==> config.mk <==
export PLATFORM = sky130hd
export DESIGN_NAME = ex_pipe
export DESIGN_NICKNAME = d
export VERILOG_FILES = /design/src/rtl/ex_pipe.sv
export SDC_FILE = /design/constraint.sdc
export NUM_CORES = 1
export LEC_CHECK = 0
export CORE_UTILIZATION = 50
export CTS_BUF_LIST = sky130_fd_sc_hd__clkbuf_8
export CTS_CLUSTER_DIAMETER = 40
export DETAILED_ROUTE_END_ITERATION = 8
export PLACE_DENSITY = 0.68
export SLEW_MARGIN = 20
export SYNTH_ARGS = -nofsm -noshare
export SYNTH_HDL_FRONTEND = slang
export SYNTH_SLANG_ARGS = --single-unit
==> constraint.sdc <==
create_clock -name clk -period 14.9 [get_ports clk]
set_clock_uncertainty 0.2 [all_clocks]
set_input_delay 2.98 -clock clk [delete_from_list [all_inputs] [get_ports clk]]
set_output_delay 2.98 -clock clk [all_outputs]
set_load 0.05 [all_outputs]
==> src/rtl/ex_pipe.sv <==
// Three-stage pipelined e^x approximation with valid/ready flow control.
// Range reduction to n*ln2 + r, polynomial e^r, 2^n scaling with clamp and saturation count.
module ex_pipe #(
    parameter int IN_W     = 8,
    parameter int IN_FRAC  = 6,
    parameter int OUT_W    = 9,
    parameter int OUT_FRAC = 6,
    parameter int ORDER    = 1,
    parameter int CNT_W    = 16
) (
    input  logic               clk,
    input  logic               rst,
    input  logic               in_valid,
    output logic               in_ready,
    input  logic [IN_W-1:0]    in_x,
    input  logic               in_last,
    output logic               out_valid,
    input  logic               out_ready,
    output logic [OUT_W-1:0]   out_e,
    output logic               out_last,
    output logic               out_sat,
    output logic [CNT_W-1:0]   sat_cnt,
    input  logic               sat_clr
);
    localparam real LN2_R  = 0.6931471805599453;
    localparam real ONE_R  = real'(2 ** IN_FRAC);
    localparam int  INVLN2 = int'(ONE_R / LN2_R);
    localparam int  LN2    = int'(ONE_R * LN2_R);
    localparam int  PW     = IN_W + 16;
    localparam int  RW     = IN_W + 4;
    localparam int  EW     = IN_W + 6;
    localparam int  YW     = IN_W + OUT_W + 8;

    localparam logic signed [PW-1:0] INVLN2_P = PW'(INVLN2);
    localparam logic signed [PW-1:0] LN2_P    = PW'(LN2);
    localparam logic signed [PW-1:0] H_P      = PW'(2 ** (IN_FRAC - 1));
    localparam logic signed [EW-1:0] ONE_E    = EW'(2 ** IN_FRAC);
    localparam logic signed [YW-1:0] S_OFS    = YW'(OUT_FRAC - IN_FRAC);

    logic              v1_reg, v2_reg, v3_reg;
    logic signed [7:0] n1_reg, n2_reg;
    logic signed [RW-1:0] r1_reg;
    logic signed [EW-1:0] e2_reg;
    logic              last1_reg, last2_reg, last3_reg;
    logic [OUT_W-1:0]  e3_reg;
    logic              sat3_reg;
    logic [CNT_W-1:0]  sat_cnt_reg;

    logic rdy1, rdy2, rdy3;
    assign rdy3     = !v3_reg | out_ready;
    assign rdy2     = !v2_reg | rdy3;
    assign rdy1     = !v1_reg | rdy2;
    assign in_ready = rdy1;

    // S1: n = round-ish(x/ln2) via fixed-point reciprocal, r = x - n*ln2
    logic signed [PW-1:0] x_ext, p_s1, n_ext;
    logic signed [7:0]    n_next;
    logic signed [RW-1:0] r_next;
    always_comb begin
        x_ext  = PW'($signed(in_x));
        p_s1   = (x_ext * INVLN2_P) >>> IN_FRAC;
        n_next = 8'((p_s1 + (p_s1[PW-1] ? -H_P : H_P)) >>> IN_FRAC);
        n_ext  = PW'(n_next);
        r_next = RW'(x_ext - n_ext * LN2_P);
    end

    // S2: e^r polynomial; ORDER values other than 2 build the linear form
    logic signed [EW-1:0] e_lin, e_next;
    assign e_lin = EW'(r1_reg) + ONE_E;
    generate
        if (ORDER == 2) begin : g_ord2
            logic signed [2*RW-1:0] r_wide;
            assign r_wide = (2*RW)'(r1_reg);
            assign e_next = e_lin + EW'((r_wide * r_wide) >>> (IN_FRAC + 1));
        end else begin : g_ord1
            assign e_next = e_lin;
        end
    endgenerate

    // S3: scale by 2^s in a wide signed domain, then clamp into OUT_W
    logic signed [YW-1:0] e_y, s_y, y_s3;
    logic                 under_s3, over_s3;
    logic [OUT_W-1:0]     e_s3;
    always_comb begin
        e_y      = YW'(e2_reg);
        s_y      = YW'(n2_reg) + S_OFS;
        y_s3     = s_y[YW-1] ? (e_y >>> (-s_y)) : (e_y <<< s_y);
        under_s3 = y_s3[YW-1];
        over_s3  = !y_s3[YW-1] && (|y_s3[YW-2:OUT_W]);
        e_s3     = y_s3[OUT_W-1:0];
        if (under_s3) e_s3 = '0;
        else if (over_s3) e_s3 = '1;
    end

    always_ff @(posedge clk) begin
        if (rst) begin
            v1_reg      <= 1'b0;
            v2_reg      <= 1'b0;
            v3_reg      <= 1'b0;
            n1_reg      <= '0;
            r1_reg      <= '0;
            last1_reg   <= 1'b0;
            n2_reg      <= '0;
            e2_reg      <= '0;
            last2_reg   <= 1'b0;
            e3_reg      <= '0;
            last3_reg   <= 1'b0;
            sat3_reg    <= 1'b0;
            sat_cnt_reg <= '0;
        end else begin
            if (rdy1) begin
                v1_reg <= in_valid;
                if (in_valid) begin
                    n1_reg    <= n_next;
                    r1_reg    <= r_next;
                    last1_reg <= in_last;
                end
            end
            if (rdy2) begin
                v2_reg <= v1_reg;
                if (v1_reg) begin
                    n2_reg    <= n1_reg;
                    e2_reg    <= e_next;
                    last2_reg <= last1_reg;
                end
            end
            if (rdy3) begin
                v3_reg <= v2_reg;
                if (v2_reg) begin
                    e3_reg    <= e_s3;
                    last3_reg <= last2_reg;
                    sat3_reg  <= under_s3 | over_s3;
                end
            end
            // clear wins over a same-cycle increment
            if (sat_clr)
                sat_cnt_reg <= '0;
            else if (v3_reg && out_ready && sat3_reg && !(&sat_cnt_reg))
                sat_cnt_reg <= sat_cnt_reg + 1'b1;
        end
    end

    assign out_valid = v3_reg;
    assign out_e     = e3_reg;
    assign out_last  = last3_reg;
    assign out_sat   = sat3_reg;
    assign sat_cnt   = sat_cnt_reg;
endmodule

==> results of run 1 <==
## cell families (layout without fill, tap and decap cells)
family | after synthesis | count (layout) | synth area share [%]
adders and majority gates | 66 | 66 | 16.11
xor gates and xnor gates | 43 | 43 | 6.517
buffers and inverters | 96 | 118 | 6.473
muxes | 38 | 38 | 8.898
DFF | 67 | 67 | 23.21
AOI/OAI and AO/OA | 161 | 161 | 18.84
and+or+nand+nor | 246 | 246 | 19.96
## worst max-delay path by stage
stage,endpoint,slack [ns],from,cells after the start
2_1_floorplan,r1_reg[11]$_SDFFE_PP0P_,4.73,in_x[5],34
3_3_place_gp,r1_reg[11]$_SDFFE_PP0P_,3.43,in_x[7],35
3_5_place_dp,r1_reg[11]$_SDFFE_PP0P_,3.53,in_x[7],34
4_1_cts,r1_reg[11]$_SDFFE_PP0P_,3.89,in_x[7],34
5_1_grt,r1_reg[11]$_SDFFE_PP0P_,3.21,in_x[7],34
6_report,r1_reg[11]$_SDFFE_PP0P_,3.87,in_x[7],34
## worst reg2reg max path: cells and delay by family (launching register included)
kind | cells | cell delay (ns)
simple gates | 3 | 1.49
compound gates | 6 | 2.07
flops | 1 | 0.58
fa+ha+maj | 1 | 0.35
## per-stage QoR
step	instances	hold slack, ns	util [%]	setup WS [ns]	instance area (sq um)
after floorplan	717	0.2320	-	4.728	5779
after global placement	863	0.2396	56.56	3.430	6238
after detailed placement	863	0.2452	56.62	3.528	6246
after CTS	879	0.2499	58.60	3.892	6464
after global routing	879	0.2572	58.60	3.212	6464
final	879	0.2468	58.60	3.874	6464
## synthesized netlist by cell type (all sizes together) (6+ instances only)
library cell  number  area [sq um]
mux2i             24         244.0
ha                52         650.6
o21ai             16         80.08
nand2b            13         81.33
dfxtp             67          1341
fa                14         280.3
a21oi             61         305.3
a221oi             6         52.55
xor2              22         192.7
mux4              10         225.2
a211oi            16         120.1
nor4               6         37.54
nor2              56         210.2
buf               10         50.05
nor2b              7         43.79
inv               56         210.2
clkbuf            29         110.1
xnor2             21         183.9
nand2             98         367.9
nand3             18         90.09
nor3              13         65.06
## final cells by class
class	count	share of cell area [%]
Inverter	57	3.310
Clock buffer	9	1.916
Clock inverter	7	1.452
Timing Repair Buffer	45	6.775
Tap cell	140	2.710
Multi-Input combinational cell	554	63.09
Sequential cell	67	20.75
## per-layer routing
layer	global-route usage (%)	up-vias	part of all wire, %
met5	0	-	0
met1	31.14	2412	44
met4	8.952	0	2.2
met2	42.32	165	48
li1	-	2584	-
met3	2.964	28	5.2
==> run_results.csv, run 1 <==
group,metric,value,unit
grt,grt_pass1_vias,4967,
timing,fin_crit,11.03,ns
min_path,holdPathStages,2,
synthesis,ys.flop_type,"dfxtp_1",
worst_setup_path,crit_path_top_delay_cell,"clkdlybuf4s50_1",
route,vias,5189,
place,gp_congestion,0.9282,
timing,fmax,90.69,MHz
clock_network,numClockSinks,67,
layout,regArea,1341,sq um
layout,multi_input_area,4078,sq um
timing,relSlewSlack,38.28,%
min_path,min_to,"n2_reg[0]$_SDFFE_PP0P_",
grt,antenna_found_initial,0,
layout,n_fill_cell,1035,
worst_setup_path,critPathMaxStageDelay,0.81,ns
synthesis,synth_nets,797,
route,drt_iter0_drc,442,
worst_setup_path,cp.arrival,11.10,ns
clock_network,cts_made_buffers,9,
min_path,min_from,"n1_reg[0]$_SDFFE_PP0P_",
route,wirelength,13800,microns
grt,grt_first_pass_wirelength,23450,microns
synthesis,syn_area,5779,sq um
synthesis,synth-seq-area-share,23.21,%
grt,grtUsageTotal,24.44,%
floorplanning,die-area,11990,sq um
min_path,min_path_type,"register to register",
worst_setup_path,cp_max_fo,15,
timing,final_hold_viol_count,0,
clock_network,ctsResizeCount,0,
synthesis,ys_seq_elements,67,
worst_setup_path,rr_endpoint,"out_e[4]$_SDFFE_PP0P_",
floorplanning,io-pin-count,43,
layout,synthToLayoutAreaGrowth,11.84,%
clock_network,post-cts-setup-buffer-count,0,
route,route.detailed.drc,0,
synthesis,netlist_instances,717,
worst_setup_path,critical_path_class,"primary input to register",
run_status,outcome,"finished, final reports clean",
synthesis,avgSynthCellArea,8.060,sq um
clock_network,hold_buffers,0,
floorplanning,num_rows,38,
clock_network,clock_path_buffers,2,
clock_network,htreeDepth,3,
layout,diodes,0,
floorplanning,core-area,11030,sq um
grt,grt-ovfl-total,0,
clock_network,worstSkewPairLatency,0.34,ns
layout,largest_reg_flops,16,
place,hpwl,10490,microns
worst_setup_path,reg2reg_slack,10.12,ns
synthesis,ys_warn_count,0,
worst_setup_path,cp-end-kind,"register",
timing,finalSetupViolCount,0,
layout,layout-drive-gt1-share,5.819,%
route,wl_per_cell,15.70,microns
floorplanning,initial_utilization,52.39,%
place,portBuffers,42,
worst_setup_path,required,14.98,ns
layout,layout.cells.most_common,"nand2_1",
floorplanning,die_height,109.5,microns
worst_setup_path,start_kind,"primary input",
grt,grt_max_degree,52,
route,ant_nets,0,
synthesis,ys_async_sr_fraction,0,%
worst_setup_path,cp_common_cell,"ha_1",
layout,fin_nets,814,
worst_setup_path,crit_family,"adder cells",
floorplanning,die_w,109.5,microns
run,drv_cap,0,
route,drt_pre_antenna_iters,5,
clock_network,root_buffer,"clkbuf_8",
timing,rsz0062_at_grt,"false",
timing,slew_viol_final,0,
worst_setup_path,rr_worst_depth,10,
timing,tightest_slew,0.9229,ns
worst_setup_path,crit_buf_inv,6,
timing,timing.final.crit_share,74.00,%
layout,final_cell_mix,"98 x nand2_1, 67 x dfxtp_1, 61 x a21oi_1",
timing,fin_tns_setup,0,ns
synthesis,synth_edf_count,0,
clock_network,clkTransAtPathRegs,0.08,ns
synthesis,synth.distinct_cells,67,
worst_setup_path,r2r_start,"n2_reg[2]$_SDFFE_PP0P_",
route,viasPerCell,5.903,
clock_network,cts_tree,"yes",
Power of run 1 is not shown: default switching activity piles up to over one toggle a cycle in this logic, so the estimate is an artifact.
==> inputs of run 2 (changes only) <==
--- a/config.mk
+++ b/config.mk
@@ -9,7 +9,7 @@
 export CTS_BUF_LIST = sky130_fd_sc_hd__clkbuf_8
 export CTS_CLUSTER_DIAMETER = 40
 export DETAILED_ROUTE_END_ITERATION = 8
-export PLACE_DENSITY = 0.68
+export PLACE_DENSITY = 0.7
 export SLEW_MARGIN = 20
 export SYNTH_ARGS = -nofsm -noshare
 export SYNTH_HDL_FRONTEND = slang
==> constraint.sdc (replaced) <==
create_clock -name clk -period 8.95 [get_ports clk]
set_clock_uncertainty 0.2 [all_clocks]
set_input_delay 1.79 -clock clk [delete_from_list [all_inputs] [get_ports clk]]
set_output_delay 1.79 -clock clk [all_outputs]
set_load 0.05 [all_outputs]
==> run_results.csv, run 2 (synthesis results as in run 1) <==
group,metric,value,unit
run_status,outcome,"finished, final reports clean",
place,dp_cells,901,
layout,n_fill_cell,966,
place,placed_cell_area,6531,sq um
worst_setup_path,cp_max_fo,4,
timing,finalSetupViolCount,0,
layout,final_cell_mix,"98 x nand2_1, 67 x dfxtp_1, 58 x a21oi_1",
layout,largest_reg_flops,16,
route,dr.max_layer_used,"met4",
timing,timing.final.crit_share,95.55,%
worst_setup_path,required,9.03,ns
clock_network,clock_path_buffers,2,
route,wl_met3,529,microns
floorplanning,die-area,11990,sq um
place,hpwl,10740,microns
grt,grt_first_pass_wirelength,23180,microns
timing,final_hold_viol_count,0,
worst_setup_path,crit_path_top_delay_cell,"fa_1",
clock_network,root_buffer,"clkbuf_8",
layout,finish.instance_area,6802,sq um
route,drt_pre_antenna_iters,6,
clock_network,numClockSinks,67,
route,route.detailed.drc,0,
clock_network,worstSkewPairLatency,0.35,ns
min_path,min_path_type,"register to register",
worst_setup_path,rr_worst_depth,10,
clock_network,ctsResizeCount,0,
route,wirelength,14050,microns
place,gp_congestion,0.8930,
floorplanning,initial_utilization,52.39,%
layout,layout.cells.most_common,"nand2_1",
floorplanning,die_height,109.5,microns
clock_network,hold_buffers,0,
clock_network,post-cts-setup-buffer-count,0,
run,drv_cap,0,
floorplanning,num_rows,38,
timing,relSlewSlack,39.04,%
route,ant_nets,0,
clock_network,clkTransAtPathRegs,0.08,ns
layout,layout-drive-gt1-share,12.63,%
timing,fmax,116.9,MHz
floorplanning,die_w,109.5,microns
route,viasPerCell,5.805,
grt,grt-ovfl-total,0,
place,portBuffers,42,
route,drt_iter0_drc,350,
clock_network,cts_made_buffers,9,
floorplanning,io-pin-count,43,
worst_setup_path,cp.arrival,8.64,ns
min_path,holdPathStages,2,
grt,grt_max_degree,52,
route,vias,5317,
worst_setup_path,cp-end-kind,"register",
worst_setup_path,rr_endpoint,"out_e[4]$_SDFFE_PP0P_",
worst_setup_path,reg2reg_slack,4.30,ns
worst_setup_path,r2r_start,"n2_reg[2]$_SDFFE_PP0P_",
timing,tightest_slew,0.9116,ns
layout,synthToLayoutAreaGrowth,17.69,%
clock_network,htreeDepth,3,
floorplanning,core-area,11030,sq um
grt,antenna_found_initial,0,
worst_setup_path,start_kind,"primary input",
layout,fin_nets,852,
grt,grtUsageTotal,24.32,%
grt,grt_pass1_vias,4987,
min_path,min_to,"e2_reg[3]$_SDFFE_PP0P_",
route,met2WireLength,6909,microns
layout,regArea,1341,sq um
layout,diodes,0,
worst_setup_path,critPathMaxStageDelay,0.52,ns
worst_setup_path,critical_path_class,"primary input to register",
route,wl_per_cell,15.34,microns
layout,stdcell_count,916,
timing,slew_viol_final,0,
layout,multi_input_area,4184,sq um
timing,fin_crit,8.552,ns
clock_network,cts_tree,"yes",
min_path,min_from,"r1_reg[3]$_SDFFE_PP0P_",
route,wl_met1,6183,microns
## run 2: layer usage
metal | global-route usage, % | vias up
met1 | 29.55 | 2489
met5 | 0 | -
met4 | 11.43 | 0
met2 | 42.45 | 144
li1 | - | 2648
met3 | 3.201 | 36
## run 2: cell type report
cell class,count,share of cell area (%)
well taps,140,2.575
multi-input cells,554,61.52
clock inverters,6,0.5151
clock buffers,9,1.821
flip-flops and latches,67,19.72
repair buffers,83,10.71
inverters,57,3.146
## run 2: per-stage QoR
| stage | setup TNS [ns] | hold slack [ns] | worst slack (ns) | util (%) |
|---|---|---|---|---|
| global placement | -0.1971 | 0.2374 | -0.08565 | 59.21 |
| finish | 0 | 0.2518 | 0.3985 | 61.66 |
| global route | -0.03226 | 0.2600 | -0.02305 | 61.66 |
| detailed placement | -0.7157 | 0.2416 | -0.2542 | 59.21 |
| floorplan | 0 | 0.2320 | 0.2123 | - |
| CTS | 0 | 0.2506 | 0.08630 | 60.65 |
## run 2: worst max-delay path: cells and delay by family
kind,cells,cell delay (ns)
xor gates and xnor gates,4,0.70
AOI/OAI and AO/OA,9,1.69
and+or+nand+nor,1,0.05
buffers and inverters,10,1.24
adders and majority gates,9,3.16
## run 2: worst max path at each step
stage	slack (ns)	to	startpoint	cells after the start
after floorplan	0.21	r1_reg[11]$_SDFFE_PP0P_	in_x[5]	33
after global routing	-0.02	r1_reg[10]$_SDFFE_PP0P_	in_x[6]	36
after global placement	-0.09	r1_reg[11]$_SDFFE_PP0P_	in_x[6]	36
final	0.40	r1_reg[11]$_SDFFE_PP0P_	in_x[6]	33
after detailed placement	-0.25	r1_reg[11]$_SDFFE_PP0P_	in_x[7]	35
after CTS	0.09	r1_reg[11]$_SDFFE_PP0P_	in_x[7]	35
Power of run 2 is left out for the same reason.
==> inputs of run 3 (changes only) <==
--- a/config.mk
+++ b/config.mk
@@ -5,6 +5,7 @@
 export SDC_FILE = /design/constraint.sdc
 export NUM_CORES = 1
 export LEC_CHECK = 0
+export ABC_AREA = 1
 export CORE_UTILIZATION = 50
 export CTS_BUF_LIST = sky130_fd_sc_hd__clkbuf_8
 export CTS_CLUSTER_DIAMETER = 40
==> run_results.csv, run 3 <==
group,metric,value,unit
clock_network,cts_made_buffers,9,
timing,holdWs,0.2652,ns
timing,fin_crit,8.483,ns
layout,diodes,0,
layout,synthToLayoutAreaGrowth,18.25,%
grt,grt_max_degree,33,
min_path,min_path_type,"register to register",
synthesis,avgSynthCellArea,6.601,sq um
timing,setup_ws,0.4667,ns
layout,layout.cells.most_common,"nand2_1",
synthesis,synth.distinct_cells,48,
min_path,min_from,"out_e[7]$_SDFFE_PP0P_",
worst_setup_path,crit_family,"adder cells",
timing,fmax,117.9,MHz
floorplanning,core-area,11470,sq um
worst_setup_path,required,9.02,ns
layout,largest_reg_flops,16,
layout,fin_nets,1038,
clock_network,clock_path_buffers,2,
floorplanning,die-area,12210,sq um
worst_setup_path,critical_path_class,"primary input to register",
run,drv_cap,0,
route,wirelength,13560,microns
floorplanning,initial_utilization,51.35,%
power_and_ir_drop,vdd_drop_max,0.6659,mV
route,ant_nets,0,
worst_setup_path,startpoint,"in_x[2]",
synthesis,ys_async_sr_fraction,0,%
synthesis,synth_top_cell_area_share,22.78,%
worst_setup_path,reg2reg_slack,4.98,ns
clock_network,hold_buffers,0,
grt,grt-ovfl-total,0,
timing,slew_viol_final,0,
synthesis,ys.flop_type,"dfxtp_1",
timing,tightest_slew,0.8003,ns
synthesis,synth_edf_count,0,
synthesis,synth_top_area_cell,"dfxtp_1",
worst_setup_path,crit_buf_inv,7,
layout,final_cell_mix,"188 x nand2_1, 116 x nand3_1, 102 x inv_1",
min_path,min_to,"out_e[7]$_SDFFE_PP0P_",
timing,fin_tns_setup,0,ns
route,drt_pre_antenna_iters,4,
synthesis,ys_warn_count,0,
route,wl_per_cell,12.27,microns
place,gp_congestion,0.8629,
clock_network,htreeDepth,3,
layout,n_fill_cell,1084,
synthesis,synth-seq-area-share,22.78,%
place,placed_cell_area,6616,sq um
timing,finalSetupViolCount,0,
worst_setup_path,cp.arrival,8.55,ns
min_path,holdPathStages,2,
grt,grtUsageTotal,22.57,%
layout,regArea,1341,sq um
place,portBuffers,42,
grt,grt_pass1_vias,5361,
synthesis,synth_common_cells,"191 x nand2_1, 116 x nand3_1, 107 x inv_1, 79 x nor2_1",
clock_network,worstSkewPairLatency,0.33,ns
route,route.detailed.drc,0,
layout,multi_input_area,4023,sq um
clock_network,numClockSinks,67,
power_and_ir_drop,power,3.400,mW
run_status,outcome,"finished, final reports clean",
clock_network,cts_tree,"yes",
clock_network,clkTransAtPathRegs,0.08,ns
worst_setup_path,rr_worst_depth,21,
power_and_ir_drop,leakagePower,3.324,nW
floorplanning,io-pin-count,43,
worst_setup_path,rr_endpoint,"out_e[6]$_SDFFE_PP0P_",
route,drt_iter0_drc,324,
worst_setup_path,cp_max_fo,4,
worst_setup_path,start_kind,"primary input",
worst_setup_path,crit_path_top_delay_cell,"fa_1",
timing,relSlewSlack,46.48,%
floorplanning,die_w,110.5,microns
synthesis,synth_nets,972,
floorplanning,die_height,110.5,microns
worst_setup_path,cp-end-kind,"register",
synthesis,yosysMostFrequentCell,"nand2_1",
place,place_ws,-0.2382,ns
route,viasPerCell,5.188,
floorplanning,num_rows,39,
layout,layout-drive-gt1-share,11.75,%
clock_network,root_buffer,"clkbuf_8",
layout,finish.instance_area,6963,sq um
grt,grt_first_pass_wirelength,23440,microns
place,hpwl,10520,microns
synthesis,synth_area_leaders,"dfxtp_1 23%, nand2_1 12%, ha_1 11%",
worst_setup_path,critPathMaxStageDelay,0.53,ns
synthesis,syn_area,5888,sq um
timing,timing.final.crit_share,94.78,%
route,vias,5733,
synthesis,ys_seq_elements,67,
timing,final_hold_viol_count,0,
grt,antenna_found_initial,0,
power_and_ir_drop,power.density,488.3,nW/um^2
worst_setup_path,r2r_start,"n2_reg[0]$_SDFFE_PP0P_",
synthesis,netlist_instances,892,
run 3: cell types whose count changed after synthesis, sizes merged, moves of 14 or more:
cell,before,now
clkbuf,29,14
inv,56,114
o21ai,16,64
nand2,98,197
mux2i,24,0
nor2,56,83
nand3,18,122
a211oi,16,2
run 3: stage by stage:
step	std cells	utilization [%]
2_1_floorplan	892	-
3_3_place_gp	1087	57.70
3_5_place_dp	1087	57.70
4_1_cts	1102	59.56
5_1_grt	1105	60.72
6_report	1105	60.72
run 3: cell families (layout without fill, tap and decap cells):
family          Yosys count  count (layout)  synth area share [%]
simple gates            434             434                 32.75
compound gates          153             153                 14.39
buf+inv                 147             217                 10.56
flops                    67              67                 22.78
fa+ha+maj                66              66                 15.81
xor+xnor                 25              25                 3.719
run 3: repair_timing:
item,4_1_cts,5_1_grt
gates resized for setup,0,30
buffers inserted,0,3
endpoints found under the setup margin,0,5
run 3: how the worst max path moves through the flow:
| stage | cells past startpoint | endpoint | slack, ns |
|---|---|---|---|
| finish | 42 | r1_reg[11]$_SDFFE_PP0P_ | 0.47 |
| global route | 42 | r1_reg[11]$_SDFFE_PP0P_ | -0.10 |
| CTS | 44 | r1_reg[11]$_SDFFE_PP0P_ | 0.09 |
| detailed placement | 44 | r1_reg[11]$_SDFFE_PP0P_ | -0.24 |
| global placement | 44 | r1_reg[11]$_SDFFE_PP0P_ | -0.12 |
| floorplan | 43 | r1_reg[11]$_SDFFE_PP0P_ | 0.23 |
run 3: worst register-to-register path, delay by kind of cell (launching register included):
kind                     cells  cell delay [ns]
AND/OR/NAND/NOR             13             1.76
buffers and inverters        3             0.71
adder cells (fa/ha/maj)      2             0.46
AO/OA/AOI/OAI                3             0.40
flip-flops                   1             0.30
run 3: layer usage:
| layer | vias up | wire length [microns] | part of all wire [%] | track usage (%) |
|---|---|---|---|---|
| li1 | 3076 | - | - | - |
| met3 | 18 | 296 | 2.2 | 2.525 |
| met5 | - | 0 | 0 | 0 |
| met2 | 72 | 6727 | 50 | 40.33 |
| met1 | 2567 | 6330 | 47 | 28.01 |
| met4 | 0 | 202 | 1.5 | 7.644 |
run 3: final cells by class:
type	count	share of cell area [%]
clock buffers	9	1.779
clock inverters	6	1.294
inverters	114	6.146
multi-input cells	678	57.77
flip-flops and latches	67	19.26
well taps	143	2.570
repair buffers	88	11.18
run 3: power breakdown:
part | internal (mW) | total [mW] | switching (mW) | leakage (nW)
Clock | 0.156 | 0.274 | 0.118 | 0.106
Combinational | 1.34 | 2.76 | 1.42 | 2.67
Sequential | 0.339 | 0.369 | 0.0294 | 0.549
No activity file was read; power rests on OpenSTA's default activity.
==> RTL change 1: new RTL, settings of run 3 <==
The parameter `IN_W` goes from 8 to 10.
--- a/src/rtl/ex_pipe.sv
+++ b/src/rtl/ex_pipe.sv
@@ -3,3 +3,3 @@
 module ex_pipe #(
-    parameter int IN_W     = 8,
+    parameter int IN_W     = 10,
     parameter int IN_FRAC  = 6,
Interface: changed (resized in_x); port bits go from 43 to 45. The function was not compared with the original's and may differ.
==> RTL change 1 against run 3 <==
The run now ends with design-rule violations left; fmax down 1.3%; sequential cell count is 8 higher; global-route usage is 0.99 points higher; core utilization increased by 3.0 points; wire length increased by 35%; via count rose by 32%; sequential share of layout area shrank 3.2 points; register-to-register slack got worse by 0.48 ns; area after synthesis increased by 28%; worst setup slack lost 0.11 ns; design area increased by 34%; critical path type unchanged; critical endpoint is now r1_reg[13]$_SDFFE_PP0P_.
Power is left out: the tool's default activity adds up to more than one toggle a clock period on the data nets, which glitch-free logic cannot reach.
==> RTL change 1: results (changes against run 3) <==
metric;value;unit;change
Worst Tran Pin Value;0.752;ns;-0.0483 ns
total iterations of the first detailed-routing run;7;;+3
failing checks;design-rule violations;;
routability cong.;0.980;;+14%
clock latency on the worst-skew pair;0.35;ns;+0.02 ns
final WL;18200;um;+35%
Remaining DRCs;6;;+6
YS warnings;0;;unchanged
share of cells above drive strength 1;0.182;;+0.0641
Post-synth top cells;nand2_1, inv_1, nor2_1;;
Place WS;-0.500;ns;-0.261 ns
Fill cells;1343;;+24%
port buffer count;44;;+4.8%
largest net degree at the start of global routing;40;;+21%
GR Util All Layers;0.236;;+0.00988
Post-layout nets;1377;;+33%
Distinct cells, synth;55;;+15%
Placed Area;0.00872;mm2;+32%
post-DP HPWL;14400;um;+37%
via count;7552;;+32%
register area share after synthesis;0.199;;-0.0289
status;complete, but fails checks;;
Starting DRT DRC Count;416;;+28%
syn_nets;1252;;+29%
vias in the first global route;6973;;+30%
first-pass GRT wire length;30800;um;+31%
Synth area leaders;dfxtp_1, nand2_1, ha_1, inv_1, o21ai_0;;
Arr. time, crit path;8.65;ns;+0.10 ns
-- RTL change 1: area by class of cell --
class,count,area share
clock buffers,10,0.0147
clock inverters,6,0.00509
multi-input cells,856,0.584
well taps,184,0.0247
inverters,186,0.0753
repair buffers,150,0.135
flip-flops and latches,75,0.161
-- RTL change 1: per-layer routing --
metal  wire [um]  track usage  share of wire
met2        9220        0.432           0.51
met4         357       0.0674          0.020
met1        8120        0.292           0.45
met3         531       0.0223          0.029
met5           0            0              0
-- RTL change 1: kinds of logic after synthesis --
logic type | synth area share
AND/OR/NAND/NOR | 0.300
AO/OA/AOI/OAI | 0.167
buffers and inverters | 0.117
adder cells (fa/ha/maj) | 0.156
flip-flops | 0.199
XOR/XNOR | 0.0524
multiplexers | 0.00812
-- RTL change 1: worst reg2reg max path, delay by kind of cell, from the launching register on --
family,cells,cell delay (ns)
AOI/OAI and AO/OA,6,0.87
buffers and inverters,2,0.61
DFF,1,0.30
adders and majority gates,2,0.61
and+or+nand+nor,12,1.74
-- RTL change 1: what timing repair did --
action,4_1_cts,5_1_grt
resized for setup,7,53
setup endpoints to repair,2,4
setup buffers,5,10
pin swaps,6,37
-- RTL change 1: through the flow --
step / utilization / cells
after floorplan: - / 1153
after detailed placement: 0.596 / 1436
after global placement: 0.596 / 1436
final: 0.638 / 1467
after global routing: 0.638 / 1467
after CTS: 0.614 / 1457
-- RTL change 1: path summary, 6_finish.rpt --
kind / startpoint / end / slack, ns / cells past startpoint
worst max-delay path: in_x[6] / r1_reg[13]$_SDFFE_PP0P_ / 0.35 / 53
worst max register to register: n2_reg[0]$_SDFFE_PP0P_ / out_e[7]$_SDFFE_PP0P_ / 4.50 / 22
worst min-delay path: out_e[3]$_SDFFE_PP0P_ / out_e[3]$_SDFFE_PP0P_ / 0.26 / 2
worst min register to register: out_e[3]$_SDFFE_PP0P_ / out_e[3]$_SDFFE_PP0P_ / 0.26 / 2
==> RTL change 2: new RTL, config.mk and constraints of run 3 <==
Made on the original files. Make the reset (`rst`) asynchronous in one clocked block.
--- a/src/rtl/ex_pipe.sv
+++ b/src/rtl/ex_pipe.sv
@@ -94,3 +94,3 @@
 
-    always_ff @(posedge clk) begin
+    always_ff @(posedge clk or posedge rst) begin
         if (rst) begin
Behaviour: differs if rst is asserted again (counterexample within 4 cycles, from zero or initial values and one cycle with rst high); with rst held inactive, the same outputs for 10 cycles.
==> RTL change 2 against run 3 <==
The run now ends with design-rule violations left; worst hold slack better by 0.0032 ns; area after synthesis is 3.4% higher; wire length is 12% higher; fmax is 0.54% lower; sequential cell count stayed put; worst setup slack worse by 0.046 ns; register-to-register slack worse by 0.20 ns; synthesized cell count is 2.0% lower; design area is 3.5% higher; first-iteration DRC count is 0.93% lower; critical path type unchanged; largest cell class unchanged.
Power is left out: the tool's default activity adds up to more than one toggle a clock period on the data nets, which glitch-free logic cannot reach.
==> RTL change 2: results (changes against run 3) <==
metric;value;unit;change
via count;5892;;+2.8%
Starting DRT DRC Count;321;;-0.93%
worst r2r dst;out_e[3]$_DFFE_PP0P_;;
Arr. time, crit path;8.56;ns;about the same
hold path start;v2_reg$_DFFE_PP0P_;;
Placed Area;0.00683;mm2;+3.3%
Cells after Synth;874;;-2.0%
Hold EP;out_valid$_DFFE_PP0P_;;
period utilization;0.953;;+0.00517
share of cells above drive strength 1;0.129;;+0.0111
wire length on met1;6600;um;+4.2%
grt met1 use;0.317;;+0.0366
Post-Synth Adder-Cell Area;0.153;;-0.00520
GR Util All Layers;0.260;;+0.0342
Synth area leaders;dfrtp_1, nand2_1, ha_1, nand3_1, inv_1;;
syn_nets;954;;-1.9%
reg2reg start;n2_reg[1]$_DFFE_PP0P_;;
Compound-Gate Fraction of Synth Area;0.0991;;-0.0448
Remaining DRCs;1;;+1
CTS resizes;7;;+7
Critical Path Source;in_x[4];;
status;complete, but fails checks;;
fraction of registers with async set/reset;1.00;;+1.00
failing checks;design-rule violations;;
Post-synth top cells;nand2_1, nand3_1, inv_1;;
Distinct cells, synth;46;;-4.2%
routability cong.;0.908;;+5.3%
Via density;5.40;;+4.0%
DR WL met3;457;um;+54%
-- RTL change 2: cell count changes in the layout (fill, tap and decap cells not counted), sizes merged, moves of 3 or more --
cell	delta
nor2	-30
inv	-6
a21oi	-33
nand3	+4
nand4	-3
o21ai	-9
dfxtp	-67
nor3	-7
o221ai	-3
nand2	+73
dfrtp	+67
a31oi	+3
-- RTL change 2: worst reg2reg max path, delay by kind of cell, from the launching register on --
| family | cells | cell delay, ns |
|---|---|---|
| adders and majority gates | 2 | 0.50 |
| and+or+nand+nor | 15 | 2.19 |
| DFF | 1 | 0.63 |
| AOI/OAI and AO/OA | 1 | 0.13 |
| buffers and inverters | 2 | 0.42 |
-- RTL change 2: layout make-up --
type / count / share of cell area
Multi-Input combinational cell: 670 / 0.551
Sequential cell: 67 / 0.233
Timing Repair Buffer: 87 / 0.107
Inverter: 110 / 0.0576
Tap cell: 143 / 0.0248
Clock buffer: 10 / 0.0191
Clock inverter: 5 / 0.00764
